`src/rtl/sram_test_pkg.sv`:
```
// Shared definitions for the SRAM pattern test engine: pattern modes,
// controller states and Galois LFSR feedback taps per supported data width.
package sram_test_pkg;

  typedef enum logic [1:0] {
    PAT_ADDR  = 2'd0,
    PAT_NADDR = 2'd1,
    PAT_CONST = 2'd2,
    PAT_LFSR  = 2'd3
  } pat_mode_e;

  typedef enum logic [2:0] {
    ST_IDLE    = 3'd0,
    ST_WR_REQ  = 3'd1,
    ST_WR_WAIT = 3'd2,
    ST_RD_REQ  = 3'd3,
    ST_RD_WAIT = 3'd4,
    ST_DRAIN   = 3'd5,
    ST_DONE    = 3'd6
  } state_e;

  localparam logic [31:0] LFSR_TAP_8  = 32'h0000_00B8;
  localparam logic [31:0] LFSR_TAP_16 = 32'h0000_B400;
  localparam logic [31:0] LFSR_TAP_32 = 32'h8020_0003;

  // Right-shifting Galois feedback mask for the given data width.
  function automatic logic [31:0] lfsr_tap(input int unsigned width);
    logic [31:0] tap;
    case (width)
      32'd8:   tap = LFSR_TAP_8;
      32'd16:  tap = LFSR_TAP_16;
      default: tap = LFSR_TAP_32;
    endcase
    return tap;
  endfunction

endpackage

```
`src/rtl/sram_pattern_engine_if.sv`:
```
// Request/acknowledge port between the pattern engine and the SRAM controller.
interface sram_pattern_engine_if #(
  parameter int ADDR_W = 19,
  parameter int DATA_W = 8
);
  logic              sram_req;
  logic              sram_rh_wl;
  logic [ADDR_W-1:0] sram_addr;
  logic [DATA_W-1:0] sram_data_w;
  logic              sram_ack;
  logic [DATA_W-1:0] sram_data_r;

  modport master (
    output sram_req, sram_rh_wl, sram_addr, sram_data_w,
    input  sram_ack, sram_data_r
  );

  modport slave (
    input  sram_req, sram_rh_wl, sram_addr, sram_data_w,
    output sram_ack, sram_data_r
  );
endinterface

```
`src/rtl/sram_pattern_gen.sv`:
```
// Pattern generator: produces the word for the current address from the
// selected mode. The LFSR is reloaded from the seed at the start of each pass
// and advanced once per completed word, so both passes see the same sequence.
module sram_pattern_gen
  import sram_test_pkg::*;
#(
  parameter int ADDR_W = 19,
  parameter int DATA_W = 8
) (
  input  logic              clk,
  input  logic              reset,
  input  pat_mode_e         mode,
  input  logic [DATA_W-1:0] seed,
  input  logic [ADDR_W-1:0] addr,
  input  logic              load,
  input  logic              adv,
  output logic [DATA_W-1:0] data
);

  localparam logic [DATA_W-1:0] TAP = DATA_W'(lfsr_tap(DATA_W));

  logic [DATA_W-1:0] lfsr_q;
  logic [DATA_W-1:0] lfsr_d;
  logic [DATA_W-1:0] addr_pat;

  assign addr_pat = DATA_W'(addr);

  // LFSR next state: reload (zero seed forced to all-ones) or one Galois step.
  always_comb begin
    lfsr_d = lfsr_q;
    if (load) begin
      lfsr_d = (seed == '0) ? '1 : seed;
    end else if (adv) begin
      lfsr_d = (lfsr_q >> 1) ^ (lfsr_q[0] ? TAP : '0);
    end else begin
      lfsr_d = lfsr_q;
    end
  end

  // LFSR state register.
  always_ff @(posedge clk or posedge reset) begin
    if (reset) begin
      lfsr_q <= '0;
    end else begin
      lfsr_q <= lfsr_d;
    end
  end

  // Pattern select for the current address.
  always_comb begin
    data = '0;
    case (mode)
      PAT_ADDR:  data = addr_pat;
      PAT_NADDR: data = ~addr_pat;
      PAT_CONST: data = seed;
      PAT_LFSR:  data = lfsr_q;
      default:   data = '0;
    endcase
  end

endmodule

```
`src/rtl/sram_pattern_engine.sv`:
```
// Autonomous SRAM test engine: writes a pattern over [cfg_start, cfg_end],
// reads it back, counts miscompares and records the first failing word.
// An ack watchdog bounds every wait; abort drains the outstanding access.
module sram_pattern_engine
  import sram_test_pkg::*;
#(
  parameter int ADDR_W  = 19,
  parameter int DATA_W  = 8,
  parameter int CNT_W   = 16,
  parameter int TIMEOUT = 255
) (
  input  logic                 clk,
  input  logic                 reset,
  input  logic                 start,
  input  logic                 abort,
  input  logic [ADDR_W-1:0]    cfg_start,
  input  logic [ADDR_W-1:0]    cfg_end,
  input  logic [1:0]           cfg_mode,
  input  logic [DATA_W-1:0]    cfg_seed,
  sram_pattern_engine_if.master sram,
  output logic                 busy,
  output logic                 done,
  output logic                 pass,
  output logic                 timeout,
  output logic [CNT_W-1:0]     err_count,
  output logic [ADDR_W-1:0]    first_err_addr,
  output logic [DATA_W-1:0]    first_err_data,
  output logic [DATA_W-1:0]    first_err_exp
);

  localparam int WD_W = $clog2(TIMEOUT + 1);
  localparam logic [WD_W-1:0] WD_LAST = WD_W'(TIMEOUT - 1);

  state_e            state_q, state_d;
  logic [ADDR_W-1:0] cur_q, cur_d;
  logic [ADDR_W-1:0] start_addr_q, start_addr_d;
  logic [ADDR_W-1:0] end_addr_q, end_addr_d;
  pat_mode_e         mode_q, mode_d;
  logic [DATA_W-1:0] seed_q, seed_d;
  logic [WD_W-1:0]   wd_q, wd_d;
  logic              busy_q, busy_d;
  logic              done_q, done_d;
  logic              pass_q, pass_d;
  logic              timeout_q, timeout_d;
  logic [CNT_W-1:0]  err_q, err_d;
  logic [ADDR_W-1:0] fe_addr_q, fe_addr_d;
  logic [DATA_W-1:0] fe_data_q, fe_data_d;
  logic [DATA_W-1:0] fe_exp_q, fe_exp_d;

  logic              gen_load;
  logic              gen_adv;
  logic [DATA_W-1:0] gen_seed;
  logic [DATA_W-1:0] pat_data;
  logic              mismatch;

  // The seed is taken straight from config on the start cycle, before it is latched.
  assign gen_seed = (state_q == ST_IDLE) ? cfg_seed : seed_q;

  sram_pattern_gen #(
    .ADDR_W(ADDR_W),
    .DATA_W(DATA_W)
  ) u_gen (
    .clk   (clk),
    .reset (reset),
    .mode  (mode_q),
    .seed  (gen_seed),
    .addr  (cur_q),
    .load  (gen_load),
    .adv   (gen_adv),
    .data  (pat_data)
  );

  // Next-state, sequencing, watchdog and result bookkeeping.
  always_comb begin
    state_d      = state_q;
    cur_d        = cur_q;
    start_addr_d = start_addr_q;
    end_addr_d   = end_addr_q;
    mode_d       = mode_q;
    seed_d       = seed_q;
    wd_d         = wd_q;
    busy_d       = busy_q;
    done_d       = done_q;
    pass_d       = pass_q;
    timeout_d    = timeout_q;
    err_d        = err_q;
    fe_addr_d    = fe_addr_q;
    fe_data_d    = fe_data_q;
    fe_exp_d     = fe_exp_q;
    gen_load     = 1'b0;
    gen_adv      = 1'b0;
    mismatch     = (sram.sram_data_r != pat_data);

    case (state_q)
      ST_IDLE: begin
        // abort takes precedence over a simultaneous start
        if (start && !abort) begin
          start_addr_d = cfg_start;
          end_addr_d   = cfg_end;
          mode_d       = pat_mode_e'(cfg_mode);
          seed_d       = cfg_seed;
          cur_d        = cfg_start;
          wd_d         = '0;
          gen_load     = 1'b1;
          timeout_d    = 1'b0;
          err_d        = '0;
          fe_addr_d    = '0;
          fe_data_d    = '0;
          fe_exp_d     = '0;
          if (cfg_end < cfg_start) begin
            state_d = ST_DONE;
            busy_d  = 1'b0;
            done_d  = 1'b1;
            pass_d  = 1'b1;
          end else begin
            state_d = ST_WR_REQ;
            busy_d  = 1'b1;
            done_d  = 1'b0;
            pass_d  = 1'b0;
          end
        end else begin
          state_d = ST_IDLE;
        end
      end

      ST_WR_REQ, ST_RD_REQ: begin
        // the request is issued this cycle regardless of abort
        wd_d = '0;
        if (abort) begin
          state_d = ST_DRAIN;
        end else begin
          state_d = (state_q == ST_WR_REQ) ? ST_WR_WAIT : ST_RD_WAIT;
        end
      end

      ST_WR_WAIT: begin
        if (sram.sram_ack) begin
          wd_d = '0;
          if (abort) begin
            state_d = ST_IDLE;
            busy_d  = 1'b0;
          end else if (cur_q == end_addr_q) begin
            cur_d    = start_addr_q;
            gen_load = 1'b1;
            state_d  = ST_RD_REQ;
          end else begin
            cur_d   = cur_q + ADDR_W'(1);
            gen_adv = 1'b1;
            state_d = ST_WR_REQ;
          end
        end else if (wd_q == WD_LAST) begin
          timeout_d = 1'b1;
          state_d   = ST_DONE;
          busy_d    = 1'b0;
          done_d    = 1'b1;
          pass_d    = 1'b0;
        end else begin
          wd_d    = wd_q + WD_W'(1);
          state_d = abort ? ST_DRAIN : ST_WR_WAIT;
        end
      end

      ST_RD_WAIT: begin
        if (sram.sram_ack) begin
          wd_d = '0;
          if (mismatch) begin
            err_d = (err_q == '1) ? err_q : err_q + CNT_W'(1);
            if (err_q == '0) begin
              fe_addr_d = cur_q;
              fe_data_d = sram.sram_data_r;
              fe_exp_d  = pat_data;
            end else begin
              fe_addr_d = fe_addr_q;
            end
          end else begin
            err_d = err_q;
          end
          if (abort) begin
            state_d = ST_IDLE;
            busy_d  = 1'b0;
          end else if (cur_q == end_addr_q) begin
            state_d = ST_DONE;
            busy_d  = 1'b0;
            done_d  = 1'b1;
            pass_d  = (err_d == '0) && !timeout_q;
          end else begin
            cur_d   = cur_q + ADDR_W'(1);
            gen_adv = 1'b1;
            state_d = ST_RD_REQ;
          end
        end else if (wd_q == WD_LAST) begin
          timeout_d = 1'b1;
          state_d   = ST_DONE;
          busy_d    = 1'b0;
          done_d    = 1'b1;
          pass_d    = 1'b0;
        end else begin
          wd_d    = wd_q + WD_W'(1);
          state_d = abort ? ST_DRAIN : ST_RD_WAIT;
        end
      end

      ST_DRAIN: begin
        // wait out the outstanding access, then return idle without done
        if (sram.sram_ack) begin
          wd_d    = '0;
          state_d = ST_IDLE;
          busy_d  = 1'b0;
        end else if (wd_q == WD_LAST) begin
          wd_d      = '0;
          timeout_d = 1'b1;
          state_d   = ST_IDLE;
          busy_d    = 1'b0;
        end else begin
          wd_d = wd_q + WD_W'(1);
        end
      end

      ST_DONE: begin
        state_d = ST_IDLE;
      end

      default: begin
        state_d = ST_IDLE;
        busy_d  = 1'b0;
      end
    endcase
  end

  // State and result registers.
  always_ff @(posedge clk or posedge reset) begin
    if (reset) begin
      state_q      <= ST_IDLE;
      cur_q        <= '0;
      start_addr_q <= '0;
      end_addr_q   <= '0;
      mode_q       <= PAT_ADDR;
      seed_q       <= '0;
      wd_q         <= '0;
      busy_q       <= 1'b0;
      done_q       <= 1'b0;
      pass_q       <= 1'b0;
      timeout_q    <= 1'b0;
      err_q        <= '0;
      fe_addr_q    <= '0;
      fe_data_q    <= '0;
      fe_exp_q     <= '0;
    end else begin
      state_q      <= state_d;
      cur_q        <= cur_d;
      start_addr_q <= start_addr_d;
      end_addr_q   <= end_addr_d;
      mode_q       <= mode_d;
      seed_q       <= seed_d;
      wd_q         <= wd_d;
      busy_q       <= busy_d;
      done_q       <= done_d;
      pass_q       <= pass_d;
      timeout_q    <= timeout_d;
      err_q        <= err_d;
      fe_addr_q    <= fe_addr_d;
      fe_data_q    <= fe_data_d;
      fe_exp_q     <= fe_exp_d;
    end
  end

  // Request strobes decode the registered state; address is the registered cursor.
  always_comb begin
    sram.sram_req    = (state_q == ST_WR_REQ) || (state_q == ST_RD_REQ);
    sram.sram_rh_wl  = (state_q == ST_RD_REQ);
    sram.sram_addr   = cur_q;
    sram.sram_data_w = (state_q == ST_WR_REQ) ? pat_data : '0;
  end

  assign busy           = busy_q;
  assign done           = done_q;
  assign pass           = pass_q;
  assign timeout        = timeout_q;
  assign err_count      = err_q;
  assign first_err_addr = fe_addr_q;
  assign first_err_data = fe_data_q;
  assign first_err_exp  = fe_exp_q;

endmodule

```
`src/flat_wrapper.sv`:
```
// flat-port wrapper written by rule: the top's interface ports become plain ports
module sram_pattern_engine_flat import sram_test_pkg::*;
#(
  parameter int ADDR_W  = 19,
  parameter int DATA_W  = 8,
  parameter int CNT_W   = 16,
  parameter int TIMEOUT = 255
)
  (clk, reset, start, abort, cfg_start, cfg_end, cfg_mode, cfg_seed, busy, done, pass, timeout, err_count, first_err_addr, first_err_data, first_err_exp, sram_sram_req, sram_sram_rh_wl, sram_sram_addr, sram_sram_data_w, sram_sram_ack, sram_sram_data_r);
  sram_pattern_engine_if #(.ADDR_W(ADDR_W), .DATA_W(DATA_W)) sram_i ();
  input  logic clk;
  input  logic reset;
  input  logic start;
  input  logic abort;
  input  logic [ADDR_W-1:0] cfg_start;
  input  logic [ADDR_W-1:0] cfg_end;
  input  logic [1:0] cfg_mode;
  input  logic [DATA_W-1:0] cfg_seed;
  output logic busy;
  output logic done;
  output logic pass;
  output logic timeout;
  output logic [CNT_W-1:0] err_count;
  output logic [ADDR_W-1:0] first_err_addr;
  output logic [DATA_W-1:0] first_err_data;
  output logic [DATA_W-1:0] first_err_exp;
  output wire logic [$bits(sram_i.sram_req)-1:0] sram_sram_req;
  output wire logic [$bits(sram_i.sram_rh_wl)-1:0] sram_sram_rh_wl;
  output wire logic [$bits(sram_i.sram_addr)-1:0] sram_sram_addr;
  output wire logic [$bits(sram_i.sram_data_w)-1:0] sram_sram_data_w;
  input wire logic [$bits(sram_i.sram_ack)-1:0] sram_sram_ack;
  input wire logic [$bits(sram_i.sram_data_r)-1:0] sram_sram_data_r;
  assign sram_sram_req = sram_i.sram_req;
  assign sram_sram_rh_wl = sram_i.sram_rh_wl;
  assign sram_sram_addr = sram_i.sram_addr;
  assign sram_sram_data_w = sram_i.sram_data_w;
  assign sram_i.sram_ack = sram_sram_ack;
  assign sram_i.sram_data_r = sram_sram_data_r;
  sram_pattern_engine #(.ADDR_W(ADDR_W), .DATA_W(DATA_W), .CNT_W(CNT_W), .TIMEOUT(TIMEOUT)) u_core (.clk(clk), .reset(reset), .start(start), .abort(abort), .cfg_start(cfg_start), .cfg_end(cfg_end), .cfg_mode(cfg_mode), .cfg_seed(cfg_seed), .sram(sram_i), .busy(busy), .done(done), .pass(pass), .timeout(timeout), .err_count(err_count), .first_err_addr(first_err_addr), .first_err_data(first_err_data), .first_err_exp(first_err_exp));
endmodule
```
`config.mk`:
```
export PLATFORM = sky130hd
export DESIGN_NAME = sram_pattern_engine_flat
export DESIGN_NICKNAME = d
export VERILOG_FILES = /design/src/rtl/sram_test_pkg.sv /design/src/rtl/sram_pattern_engine_if.sv /design/src/rtl/sram_pattern_gen.sv /design/src/rtl/sram_pattern_engine.sv /design/src/flat_wrapper.sv
export SDC_FILE = /design/constraint.sdc
export NUM_CORES = 1
export LEC_CHECK = 0
export CORE_MARGIN = 3
export CORE_UTILIZATION = 58
export DETAILED_ROUTE_END_ITERATION = 8
export GPL_TIMING_DRIVEN = 0
export PLACE_DENSITY = 0.95
export SLEW_MARGIN = 20
export SYNTH_ARGS = -nofsm -noshare
export SYNTH_HDL_FRONTEND = slang
export SYNTH_SLANG_ARGS = --single-unit
```
`constraint.sdc`:
```
create_clock -name clk -period 12.6 [get_ports clk]
set_input_delay 1.26 -clock clk [delete_from_list [all_inputs] [get_ports clk]]
set_output_delay 1.26 -clock clk [all_outputs]
set_load 0.02 [all_outputs]
```
# After elaboration in Yosys (flattened, before gate mapping)

Index checks and enable logic that the tools add are counted.

Register bits: 141
Bits of input ports: 61
Output and inout port bits: 84
Logic and storage cells: 175

Add/subtract/negate cells: 3
Magnitude comparators: 1
Equal/unequal tests: 30
Multiplexer cells: 95
Bitwise gates (word level): 3
Reductions and logical operators: 27

Operators by type and width:

| operator                                                         | count |
|---|---|
| 19-bit 2-to-1 mux                                                | 11 |
| 8-bit 2-to-1 mux                                                 | 17 |
| 16-bit 2-to-1 mux                                                | 6 |
| 8-bit one-hot mux with 4 select lines                            | 2 |
| 19-bit one-hot mux with 3 select lines                           | 1 |
| 3-bit 2-to-1 mux                                                 | 14 |
| 19-bit one-hot mux with 2 select lines                           | 1 |
| 1-bit 2-to-1 mux                                                 | 33 |
| 16-bit logical NOT                                               | 2 |
| 16-bit one-hot mux with 2 select lines                           | 1 |
| 8-bit one-hot mux with 2 select lines                            | 2 |
| 19-bit by 1-bit adder with 19-bit output (second input constant) | 1 |
| 19-bit equality test                                             | 1 |
| 19-bit < comparator                                              | 1 |
| 16-bit by 1-bit adder with 16-bit output (second input constant) | 1 |
| 16-bit equality test (second input constant)                     | 1 |
| 2-bit inequality test (second input constant)                    | 8 |
| 3-bit one-hot mux with 5 select lines                            | 1 |
| 5-bit AND reduction                                              | 2 |
| 3-bit equality test (second input constant)                      | 3 |
| 3-bit inequality test (second input constant)                    | 3 |
| 8-bit by 1-bit adder with 8-bit output (second input constant)   | 1 |
| 8-bit equality test (second input constant)                      | 1 |
| 8-bit logical NOT                                                | 1 |
| 29 further kinds                                                 | 44 |

# Longest topological paths before layout

Gate-level depths: netlist of run 1.

Depth in word-level cells: 13
Gate-level depth with buffers: 14
Gate-level depth less buffers: 11

# By module

A second synthesis of run 1 with hierarchy kept.

Cell total of the unflattened synthesis: 974
Area total of the unflattened synthesis: 8388.0 um2

By module, submodules not included:

| module              | instances | cells each | area each (um2) | seq. area each (um2) |
|---|---|---|---|---|
| sram_pattern_engine | 1         | 879        | 7616.1          | 3328.2 |
| sram_pattern_gen    | 1         | 95         | 772.0           | 200.2 |

# Worst setup path before layout of run 1

Ideal clock, no wire load.

Path kind: input to register
Start: input cfg_seed[4]
End: register u_core.pass_q, in the netlist u_core.pass
Setup time: 76 ps
Arrival: 3883 ps
Required time: 12524 ps
Slack: 8641 ps
Stages on the path: 11
Path buffers: 1
Cells stage by stage: or4b_1 -> a311o_1 -> and3_4 -> nor4b_2 -> nand4_1 -> buf_4 -> and3_1 -> nand2_1 -> mux2_1 -> or4_1 -> o21ai_1

Word-level cells in the longest chain between the ends: 12

RTL lines:

| what                                  | line                       | RTL |
|---|---|---|
| from (decl)                           | flat_wrapper.sv:18         | `input logic [DATA_W-1:0] cfg_seed;` |
| 8-bit 2-to-1 mux                      | sram_pattern_engine.sv:57  | `assign gen_seed = (state_q == ST_IDLE) ? cfg_seed : seed_q;` |
| 8-bit one-hot mux with 4 select lines | sram_pattern_gen.sv:52     | `case (mode)` |
| 8-bit inequality test                 | sram_pattern_engine.sv:92  | `mismatch = (sram.sram_data_r != pat_data);` |
| 16-bit 2-to-1 mux                     | sram_pattern_engine.sv:166 | `if (mismatch) begin` |
| 16-bit 2-to-1 mux                     | sram_pattern_engine.sv:164 | `if (sram.sram_ack) begin` |
| 16-bit 2-to-1 mux                     | sram_pattern_engine.sv:94  | `case (state_q)` |
| 16-bit logical NOT                    | sram_pattern_engine.sv:185 | `pass_d = (err_d == '0) && !timeout_q;` |
| 1-bit logical AND                     | sram_pattern_engine.sv:185 |  |
| 1-bit 2-to-1 mux                      | sram_pattern_engine.sv:181 | `end else if (cur_q == end_addr_q) begin` |
| 1-bit 2-to-1 mux                      | sram_pattern_engine.sv:178 | `if (abort) begin` |
| 1-bit 2-to-1 mux                      | sram_pattern_engine.sv:164 |  |
| 1-bit one-hot mux with 3 select lines | sram_pattern_engine.sv:94  |  |
| to (signal assigned)                  | sram_pattern_engine.sv:258 | `pass_q <= pass_d;` |
| to (decl)                             | sram_pattern_engine.sv:43  | `logic pass_q, pass_d;` |

No other way between the ends. The select of a mux whose other input is x is not followed.
A chain may end at the register's enable or synchronous reset.

# Worst setup path in the final report of run 1

Start: input cfg_seed[0]
End: output sram_sram_data_w[0]

Word-level cells in the longest chain between the ends: 3

RTL lines:

| what                                  | line                       | RTL |
|---|---|---|
| 8-bit 2-to-1 mux                      | sram_pattern_engine.sv:57  |  |
| 8-bit one-hot mux with 4 select lines | sram_pattern_gen.sv:52     |  |
| 8-bit 2-to-1 mux                      | sram_pattern_engine.sv:272 | `sram.sram_data_w = (state_q == ST_WR_REQ) ? pat_data : '0;` |
| to (decl)                             | flat_wrapper.sv:30         | `output wire logic [$bits(sram_i.sram_data_w)-1:0] sram_sram_data_w;` |

No other way between the ends.

==> results.json, run 1 <==
{
  "status": "complete, no violations",
  "initial_core_util": 0.605,
  "maxCapViolations": 0,
  "die_h_um": 125,
  "p_int_mw": 1.36,
  "wirelength_um": 25300,
  "crit_top_cell": "clkdlybuf4s50_1",
  "synth_nets": 1047,
  "cp_cell_sequence": "clkdlybuf4s50_1 > or4b_1 > a311o_1 > and2_1 > nor2_1 > clkdlybuf4s50_1",
  "crit_buf_inv": 2,
  "hold_viol": 0,
  "grt_use_total": 0.319,
  "dr.pass1.iters": 8,
  "fp-row-count": 42,
  "rsz0062_at_grt": "no",
  "post_cts_buffers": 0,
  "synthFlopType": "dfrtp_1",
  "grt_pass1_vias": 8032,
  "swShare": 0.446,
  "clockBufferDepth": 2,
  "synth.avg_cell_area_um2": 8.48,
  "tritoncts": "yes",
  "hold_path.class": "register to register",
  "detailedPlace.worstSlack_ns": 7.74,
  "final_layout_size_suffix_gt1_frac": 0.0465,
  "power.leakage_nw": 4.66,
  "synth_warnings": 0,
  "yosys.area.top_type_share": 0.432,
  "overflow": 0,
  "coreArea_um2": 13500,
  "clkSinkCount": 141,
  "worstSkewPairLatency_ns": 0.43,
  "viasPerCell": 6.32,
  "power.density_nw_per_um2": 235,
  "cts_inserted_buffers": 17,
  "synth_adder_area_share": 0.0352,
  "gp_congestion": 0.946,
  "synth-compound-area-share": 0.209,
  "cpPeakStageDelay_ns": 0.62,
  "vdd_drop_max_uv": 111,
  "postCtsResizedCells": 0,
  "crit_fanout": 3,
  "first_iter_violations": 1014,
  "yosys.area.top_type": "dfrtp_1",
  "ios": 145,
  "dieWidth_um": 125,
  "ys_types": 60,
  "hold_buffers": 0,
  "fmax_ghz": 0.206,
  "synthMuxAreaShare": 0.00628,
  "postRouteAntennaNets": 0,
  "synth_area_um2": 8170,
  "tightest_slew_ns": 0.860,
  "min_period_over_period": 0.386,
  "htreeDepth": 4,
  "route.detailed.drc": 0,
  "synth_area_leaders": "dfrtp_1 43%, nand2_1 8.3%, o21ai_0 5.9%, nor2_1 3.6%, ha_1 3.5%",
  "syn-instance-count": 963,
  "p_sw_mw": 1.09,
  "synth_async_sr_flop_share": 1.00,
  "skew_ns": 0.00645,
  "synth_xor_xnor_area_share": 0.0332,
  "pwr-share-seq": 0.314,
  "cts-root-buf": "clkbuf_16",
  "maxSlewHeadroom": 0.426,
  "cp.arrival_ns": 3.60,
  "drv_slew": 0,
  "worstSetupStartpointType": "input pin",
  "antenna_cells": 0,
  "port_buffers": 143,
  "combPwrFrac": 0.489,
  "worst_slack_ns": 7.74,
  "grt_max_degree": 94,
  "wire_per_inst_um": 19.3,
  "synth_seq_area_share": 0.432,
  "synth_edf_count": 0,
  "grt_pass1_wl_um": 40500,
  "crit_path_end_kind": "primary output",
  "setup_viol": 0,
  "ys_ff_latch": 141,
  "final_nets": 1210,
  "crit_type": "input pin to primary output",
  "synth-simple-area-share": 0.235,
  "dr_total_vias": 8314,
  "setup-tns-final_ns": 0,
  "path_delay_family": "buffers and inverters",
  "clockPowerShare": 0.197,
  "syn2layout_area_growth_pct": 27.5,
  "synth_top_family_by_area": "simple AND/OR/NAND/NOR gates",
  "period_needed_ns": 4.86,
  "worstPathRequired_ns": 11.34,
  "cpMaxStageDelayCell": "clkdlybuf4s50_1",
  "dp_hpwl_um": 18400,
  "die_area_um2": 15500,
  "antenna_found_initial": 2,
  "cts.clk_slew.worst_paths_ns": 0.06
}
## layout by cell type (no fill, tap or decap), types with 17 or more instances in the layout
cell type	synthesis	layout
clkbuf_1	59	59
nand2_1	181	181
dfrtp_1	141	141
o21ai_0	96	96
clkbuf_16	0	17
a22o_1	23	23
inv_1	34	33
clkdlybuf4s50_1	0	143
xnor2_1	25	25
nor2_1	79	79
nand3_1	21	21
nor3_1	20	20
and2_1	17	17
a21oi_1	38	38
and3_1	20	20
ha_1	23	23
## metal layers
layer  part of all wire  track usage  routed length, µm
met1               0.39        0.415               9810
met4              0.040        0.148               1020
met3               0.12       0.0913               2930
met2               0.46        0.497              11600
met5            0.00047            0                 12
## worst register-to-register path: cells and delay by family, from the launching register on
kind            cells  cell delay [ns]
compound gates      3             0.80
buf+inv             3             0.85
flops               1             0.42
mux                 1             0.34
simple gates        6             1.46
## synth_stat cells, types with 3 or more instances
cell	n
nor3_1	20
a221o_1	4
nor2b_1	6
a22o_1	23
nor2_1	79
a311oi_2	4
mux2i_1	4
a311o_1	4
dfrtp_1	141
a31oi_1	7
and3_1	20
xnor2_1	25
inv_1	34
o21a_1	10
nor4_1	5
nor3b_1	7
clkbuf_1	59
a21o_1	14
a22oi_1	3
a21oi_1	38
a221oi_1	16
nand4_1	15
and2_1	17
a222oi_1	3
o311ai_0	3
or3_1	4
o21ai_0	96
o22ai_1	3
nor4b_1	3
ha_1	23
o31ai_1	16
xor2_1	6
nand2_1	181
buf_1	3
or4b_1	6
nand3_1	21
nand2b_1	8
## metrics by stage
step	total power, mW	area [µm²]	utilization	hold slack (ns)	cells
5_1_grt	2.58	10400	0.771	0.506	1315
3_5_place_dp	1.93	9850	0.730	0.464	1283
2_1_floorplan	1.49	8170	-	0.446	963
6_report	2.45	10400	0.771	0.481	1315
3_3_place_gp	1.88	9820	0.727	0.457	1282
4_1_cts	2.42	10400	0.771	0.483	1315
## kinds of logic after synthesis
kind of cell / after synthesis
AND/OR/NAND/NOR: 405
AO/OA/AOI/OAI: 256
flip-flops: 141
buffers and inverters: 102
XOR/XNOR: 31
adder cells (fa/ha/maj): 23
multiplexers: 5
## sequential cells by signal, indices dropped and copies added (netlist names), 3 cells and up
register and flops:
u_core.first_err_exp 8, u_core.state_q 3, u_core.start_addr_q 19, u_core.end_addr_q 19, u_core.first_err_data 8, u_core.u_gen.lfsr_q 8, u_core.first_err_addr 19, u_core.wd_q 8
u_core.err_count 16, u_core.sram.sram_addr 19, u_core.seed_q 8
## power by group through the flow
| stage | combinational [mW] | sequential [mW] | clock [mW] |
|---|---|---|---|
| floorplan | 0.675 | 0.813 | 0 |
| global placement | 1.12 | 0.759 | 0 |
| detailed placement | 1.16 | 0.767 | 0 |
| CTS | 1.18 | 0.759 | 0.482 |
| global route | 1.29 | 0.784 | 0.502 |
| finish | 1.20 | 0.769 | 0.484 |
## cell type report
type	count	area, µm²
buffer	68	278
clock buffer	18	439
clock inverter	14	124
fill	897	3090
inverter	34	135
multi-input combinational	720	4230
sequential	141	3530
tap	176	220
timing repair buffer	144	1460
## final timing paths
kind                                                      from                                     to  slack [ns]  cells after the start
max                                                cfg_seed[0]                    sram_sram_data_w[0]        7.74                      6
min                        u_core.first_err_exp[5]$_DFFE_PP0P_    u_core.first_err_exp[5]$_DFFE_PP0P_        0.48                      2
max reg2reg                      u_core.state_q[2]$_DFFE_PP0P_                u_core.pass$_DFFE_PP0P_        8.66                     13
min reg2reg                u_core.first_err_exp[5]$_DFFE_PP0P_    u_core.first_err_exp[5]$_DFFE_PP0P_        0.48                      2
max in group asynchronous                                reset        u_core.err_count[8]$_DFFE_PP0P_       10.61                      3
min in group asynchronous                                reset  u_core.first_err_addr[12]$_DFFE_PP0P_        1.22                      2
Note: power is estimated with default switching activity, not from simulation.
==> inputs of run 2 (changes only) <==
- CORE_UTILIZATION: 58 -> 48
- PLACE_DENSITY: 0.95 -> 0.87
- clock period: 12.6 -> 4.44 ns (I/O delays scaled with it)
==> results.json, run 2 (synthesis results as in run 1) <==
{
  "final_nets": 1210,
  "final_common_cell": "nand2_1",
  "clockBufferDepth": 2,
  "crit_type": "register to register",
  "route.detailed.drc": 0,
  "final_cells": 1358,
  "tightest_slew_ns": 0.887,
  "fin_total_pwr_mw": 7.01,
  "dr.pass1.iters": 6,
  "whs_ns": 0.416,
  "power.leakage_nw": 4.68,
  "grt_use_total": 0.276,
  "vdd_drop_max_uv": 428,
  "wire_per_inst_um": 18.7,
  "postRouteAntennaNets": 0,
  "stdcell_area_um2": 10500,
  "initial_core_util": 0.491,
  "worstSetupStartpointType": "register",
  "status": "complete, no violations",
  "maxSlewHeadroom": 0.406,
  "maxCapViolations": 0,
  "post_cts_buffers": 0,
  "cts-root-buf": "clkbuf_16",
  "final_layout_size_suffix_gt1_frac": 0.0457,
  "hold_viol": 0,
  "setup_viol": 0,
  "dieWidth_um": 136,
  "die_h_um": 136,
  "rsz0062_at_grt": "no",
  "syn2layout_area_growth_pct": 28.6,
  "dp_hpwl_um": 18700,
  "antenna_found_initial": 0,
  "detailedPlace.worstSlack_ns": 0.369,
  "power.density_nw_per_um2": 668,
  "overflow": 0,
  "skew_ns": 0.00663,
  "cp.arrival_ns": 4.11,
  "hold_path.class": "input pin to asynchronous set/reset pin",
  "crit_fanout": 10,
  "place_area_um2": 9910,
  "hold_buffers": 0,
  "drv_slew": 0,
  "ios": 145,
  "wirelength_um": 25400,
  "first_iter_violations": 1146,
  "clkSinkCount": 141,
  "gp_congestion": 0.991,
  "coreArea_um2": 16600,
  "period_needed_ns": 3.76,
  "grt_pass1_vias": 7836,
  "htreeDepth": 4,
  "dr_total_vias": 8186,
  "grt_pass1_wl_um": 40400,
  "postCtsResizedCells": 0,
  "layout_common_cells": "181 x nand2_1, 143 x clkdlybuf4s50_1, 141 x dfrtp_1",
  "setup-tns-final_ns": 0,
  "crit_path_end_kind": "register",
  "viasPerCell": 6.03,
  "fmax_ghz": 0.266,
  "port_buffers": 143,
  "cts_inserted_buffers": 17,
  "postLayoutCoreUtil": 0.631,
  "cts.clk_slew.worst_paths_ns": 0.06,
  "dpl.cell_count": 1327,
  "worst_slack_ns": 0.679,
  "antenna_cells": 0,
  "tritoncts": "yes",
  "worstPathRequired_ns": 4.79,
  "grt_max_degree": 95,
  "die_area_um2": 18600,
  "worstSkewPairLatency_ns": 0.43,
  "fp-row-count": 47,
  "min_period_over_period": 0.847
}
-- run 2: cell types whose count changed in the layout (fill, tap and decap cells not counted), sizes merged --
cell	change
inv	-6
clkinv	+5
bufinv	+3
clkinvlp	-2
clkbuf	-1
-- run 2: worst max-delay path, stage by stage, from the launching register on --
cell	delay [ns]
dfrtp_1	0.41
buf_2	0.20
buf_1	0.23
o31ai_1	0.43
a311oi_2	0.18
o21ai_0	0.20
nor4b_1	0.29
nand4_1	0.26
buf_4	0.25
and3_1	0.21
nand2_1	0.09
mux2_1	0.32
or4_1	0.48
o21ai_1	0.14
-- run 2: path summary, 6_finish.rpt --
| check | start | end | slack, ns | cells past startpoint |
|---|---|---|---|---|
| worst max-delay path | u_core.state_q[1]$_DFFE_PP0P_ | u_core.pass$_DFFE_PP0P_ | 0.68 | 13 |
| worst min register to register | u_core.first_err_exp[1]$_DFFE_PP0P_ | u_core.first_err_exp[1]$_DFFE_PP0P_ | 0.48 | 2 |
| worst max register to register | u_core.state_q[1]$_DFFE_PP0P_ | u_core.pass$_DFFE_PP0P_ | 0.68 | 13 |
| worst min-delay path | reset | u_core.sram.sram_addr[8]$_DFFE_PP0P_ | 0.42 | 2 |
| min in group clk | u_core.first_err_exp[1]$_DFFE_PP0P_ | u_core.first_err_exp[1]$_DFFE_PP0P_ | 0.48 | 2 |
| max in group asynchronous | reset | u_core.err_count[6]$_DFFE_PP0P_ | 3.25 | 3 |
-- run 2: per-layer routing --
metal	vias up	global-route usage	part of all wire
met4	0	0.122	0.040
li1	3738	-	-
met5	-	0	0
met2	483	0.430	0.46
met1	3873	0.373	0.41
met3	92	0.0588	0.093
-- run 2: power breakdown --
group	switching [mW]	internal [mW]	total, mW
Combinational	2.02	1.36	3.37
Sequential	0.432	1.75	2.18
Clock	0.574	0.881	1.45
Total	3.02	3.99	7.01
-- run 2: final cells by class --
cell class,count,area (µm²)
fillers,1350,6140
multi-input cells,720,4230
flip-flops and latches,141,3530
repair buffers,144,1460
clock buffers,17,425
plain buffers,68,278
well taps,220,275
clock inverters,14,166
inverters,34,135
==> inputs of run 3 (changes only) <==
- CORE_UTILIZATION: 48 -> 54
- PLACE_DENSITY: 0.87 -> 0.92
- clock period: 4.44 -> 3.9 ns (I/O delays scaled with it)
==> results.json, run 3 (synthesis results as in run 1) <==
{
  "power.density_nw_per_um2": 761,
  "cts-root-buf": "clkbuf_16",
  "syn2layout_area_growth_pct": 28.7,
  "drv_slew": 0,
  "crit_type": "register to register",
  "min_period_over_period": 0.970,
  "worstReg2RegStart": "u_core.state_q[1]$_DFFE_PP0P_",
  "grt_pass1_wl_um": 41500,
  "detailedPlace.worstSlack_ns": -0.107,
  "hold_path.class": "input pin to asynchronous set/reset pin",
  "cp.arrival_ns": 4.14,
  "overflow": 0,
  "antenna_found_initial": 0,
  "die_h_um": 129,
  "grt_max_degree": 34,
  "final_common_cell": "nand2_1",
  "num-fill-cells": 1070,
  "postRouteAntennaNets": 0,
  "clkSinkCount": 141,
  "status": "complete, no violations",
  "hold_viol": 0,
  "dp_hpwl_um": 18600,
  "hold_buffers": 0,
  "wire_per_inst_um": 19.4,
  "clockBufferDepth": 2,
  "cts.clk_slew.worst_paths_ns": 0.06,
  "cts_inserted_buffers": 17,
  "fmax_ghz": 0.264,
  "worstSetupStartpoint": "u_core.state_q[1]$_DFFE_PP0P_",
  "r2r_end": "u_core.pass$_DFFE_PP0P_",
  "wirelength_um": 25700,
  "tritoncts": "yes",
  "ios": 145,
  "worst_slack_ns": 0.116,
  "antenna_cells": 0,
  "coreArea_um2": 14600,
  "period_needed_ns": 3.78,
  "first_iter_violations": 1072,
  "die_area_um2": 16600,
  "dieWidth_um": 129,
  "crit_path_end_kind": "register",
  "fp-row-count": 44,
  "maxSlewHeadroom": 0.436,
  "rsz0062_at_grt": "yes",
  "stdcell_area_um2": 10500,
  "skew_ns": 0.00752,
  "vdd_drop_max_uv": 438,
  "gp_congestion": 0.939,
  "viasPerCell": 6.29,
  "tightest_slew_ns": 0.842,
  "dr.pass1.iters": 6,
  "crit_fanout": 10,
  "place_area_um2": 9910,
  "final_layout_size_suffix_gt1_frac": 0.0534,
  "maxCapViolations": 0,
  "final_nets": 1213,
  "grt_use_total": 0.315,
  "layout_common_cells": "181 x nand2_1, 143 x clkdlybuf4s50_1, 141 x dfrtp_1",
  "worstPathRequired_ns": 4.25,
  "htreeDepth": 4,
  "reg2reg_depth": 13,
  "port_buffers": 143,
  "dr_total_vias": 8345,
  "setup-tns-final_ns": 0,
  "grt_pass1_vias": 8077,
  "worstSkewPairLatency_ns": 0.43,
  "route.detailed.drc": 0,
  "setup_viol": 0,
  "ff2ff_setup_slack_ns": 0.12,
  "initial_core_util": 0.558,
  "worstSetupStartpointType": "register",
  "power.leakage_nw": 4.69
}
==> run 3: changes by cell type in the layout (fill, tap and decap cells not counted), sizes merged <==
| cell | previous run | this run |
|---|---|---|
| clkbuf | 77 | 79 |
| clkinv | 7 | 4 |
| clkinvlp | 1 | 5 |
| bufinv | 3 | 2 |
| buf | 9 | 10 |
| inv | 37 | 38 |
==> run 3: layout make-up <==
type / count / area [µm²] / share of cell area
flip-flops and latches: 141 / 3530 / 0.336
plain buffers: 68 / 282 / 0.0268
clock buffers: 17 / 425 / 0.0405
well taps: 184 / 230 / 0.0219
multi-input cells: 720 / 4240 / 0.403
repair buffers: 147 / 1510 / 0.144
clock inverters: 15 / 161 / 0.0154
inverters: 34 / 131 / 0.0125
==> run 3: how the worst max path moves through the flow <==
stage,slack [ns],endpoint
2_1_floorplan,0.69,u_core.pass$_DFFE_PP0P_
3_3_place_gp,-0.09,u_core.pass$_DFFE_PP0P_
3_5_place_dp,-0.11,u_core.pass$_DFFE_PP0P_
4_1_cts,0.13,u_core.pass$_DFFE_PP0P_
5_1_grt,-0.08,u_core.pass$_DFFE_PP0P_
6_report,0.12,u_core.pass$_DFFE_PP0P_
==> run 3: repair_timing <==
| item | CTS | global route |
|---|---|---|
| endpoints found under the setup margin | 0 | 29 |
| buffers inserted | 0 | 0 |
| gates resized for setup | 0 | 6 |
==> run 3: report_power, final <==
group	switching [mW]	internal, mW	leakage [nW]
registers	0.498	1.99	1.84
clock network	0.681	0.949	0.277
logic	2.33	1.55	2.58
==> run 3: stage by stage <==
step | power [mW] | util | hold slack, ns | std cells
after floorplan | 4.81 | - | 0.446 | 963
after global placement | 6.08 | 0.671 | 0.458 | 1290
after detailed placement | 6.22 | 0.677 | 0.465 | 1294
after CTS | 7.89 | 0.717 | 0.356 | 1326
after global routing | 8.44 | 0.718 | 0.394 | 1326
final | 8.00 | 0.718 | 0.348 | 1326
==> run 3: critical path, stage by stage, from the launching register on <==
cell,delay (ns)
dfrtp_1,0.42
buf_2,0.20
clkbuf_2,0.21
o31ai_1,0.48
a311oi_2,0.21
o21ai_0,0.18
nor4b_1,0.24
nand4_1,0.25
buf_4,0.25
and3_1,0.21
nand2_1,0.08
mux2_1,0.34
or4_1,0.48
o21ai_1,0.16
==> run 3: layer usage <==
metal  part of all wire  GRT usage  vias to the layer above  wire [µm]
met5                  0          0                        -          0
met4              0.040      0.152                        0       1030
met3               0.10     0.0627                       86       2670
met2               0.46      0.488                      566      11900
met1               0.39      0.425                     3939      10100
li1                   -          -                     3754          -
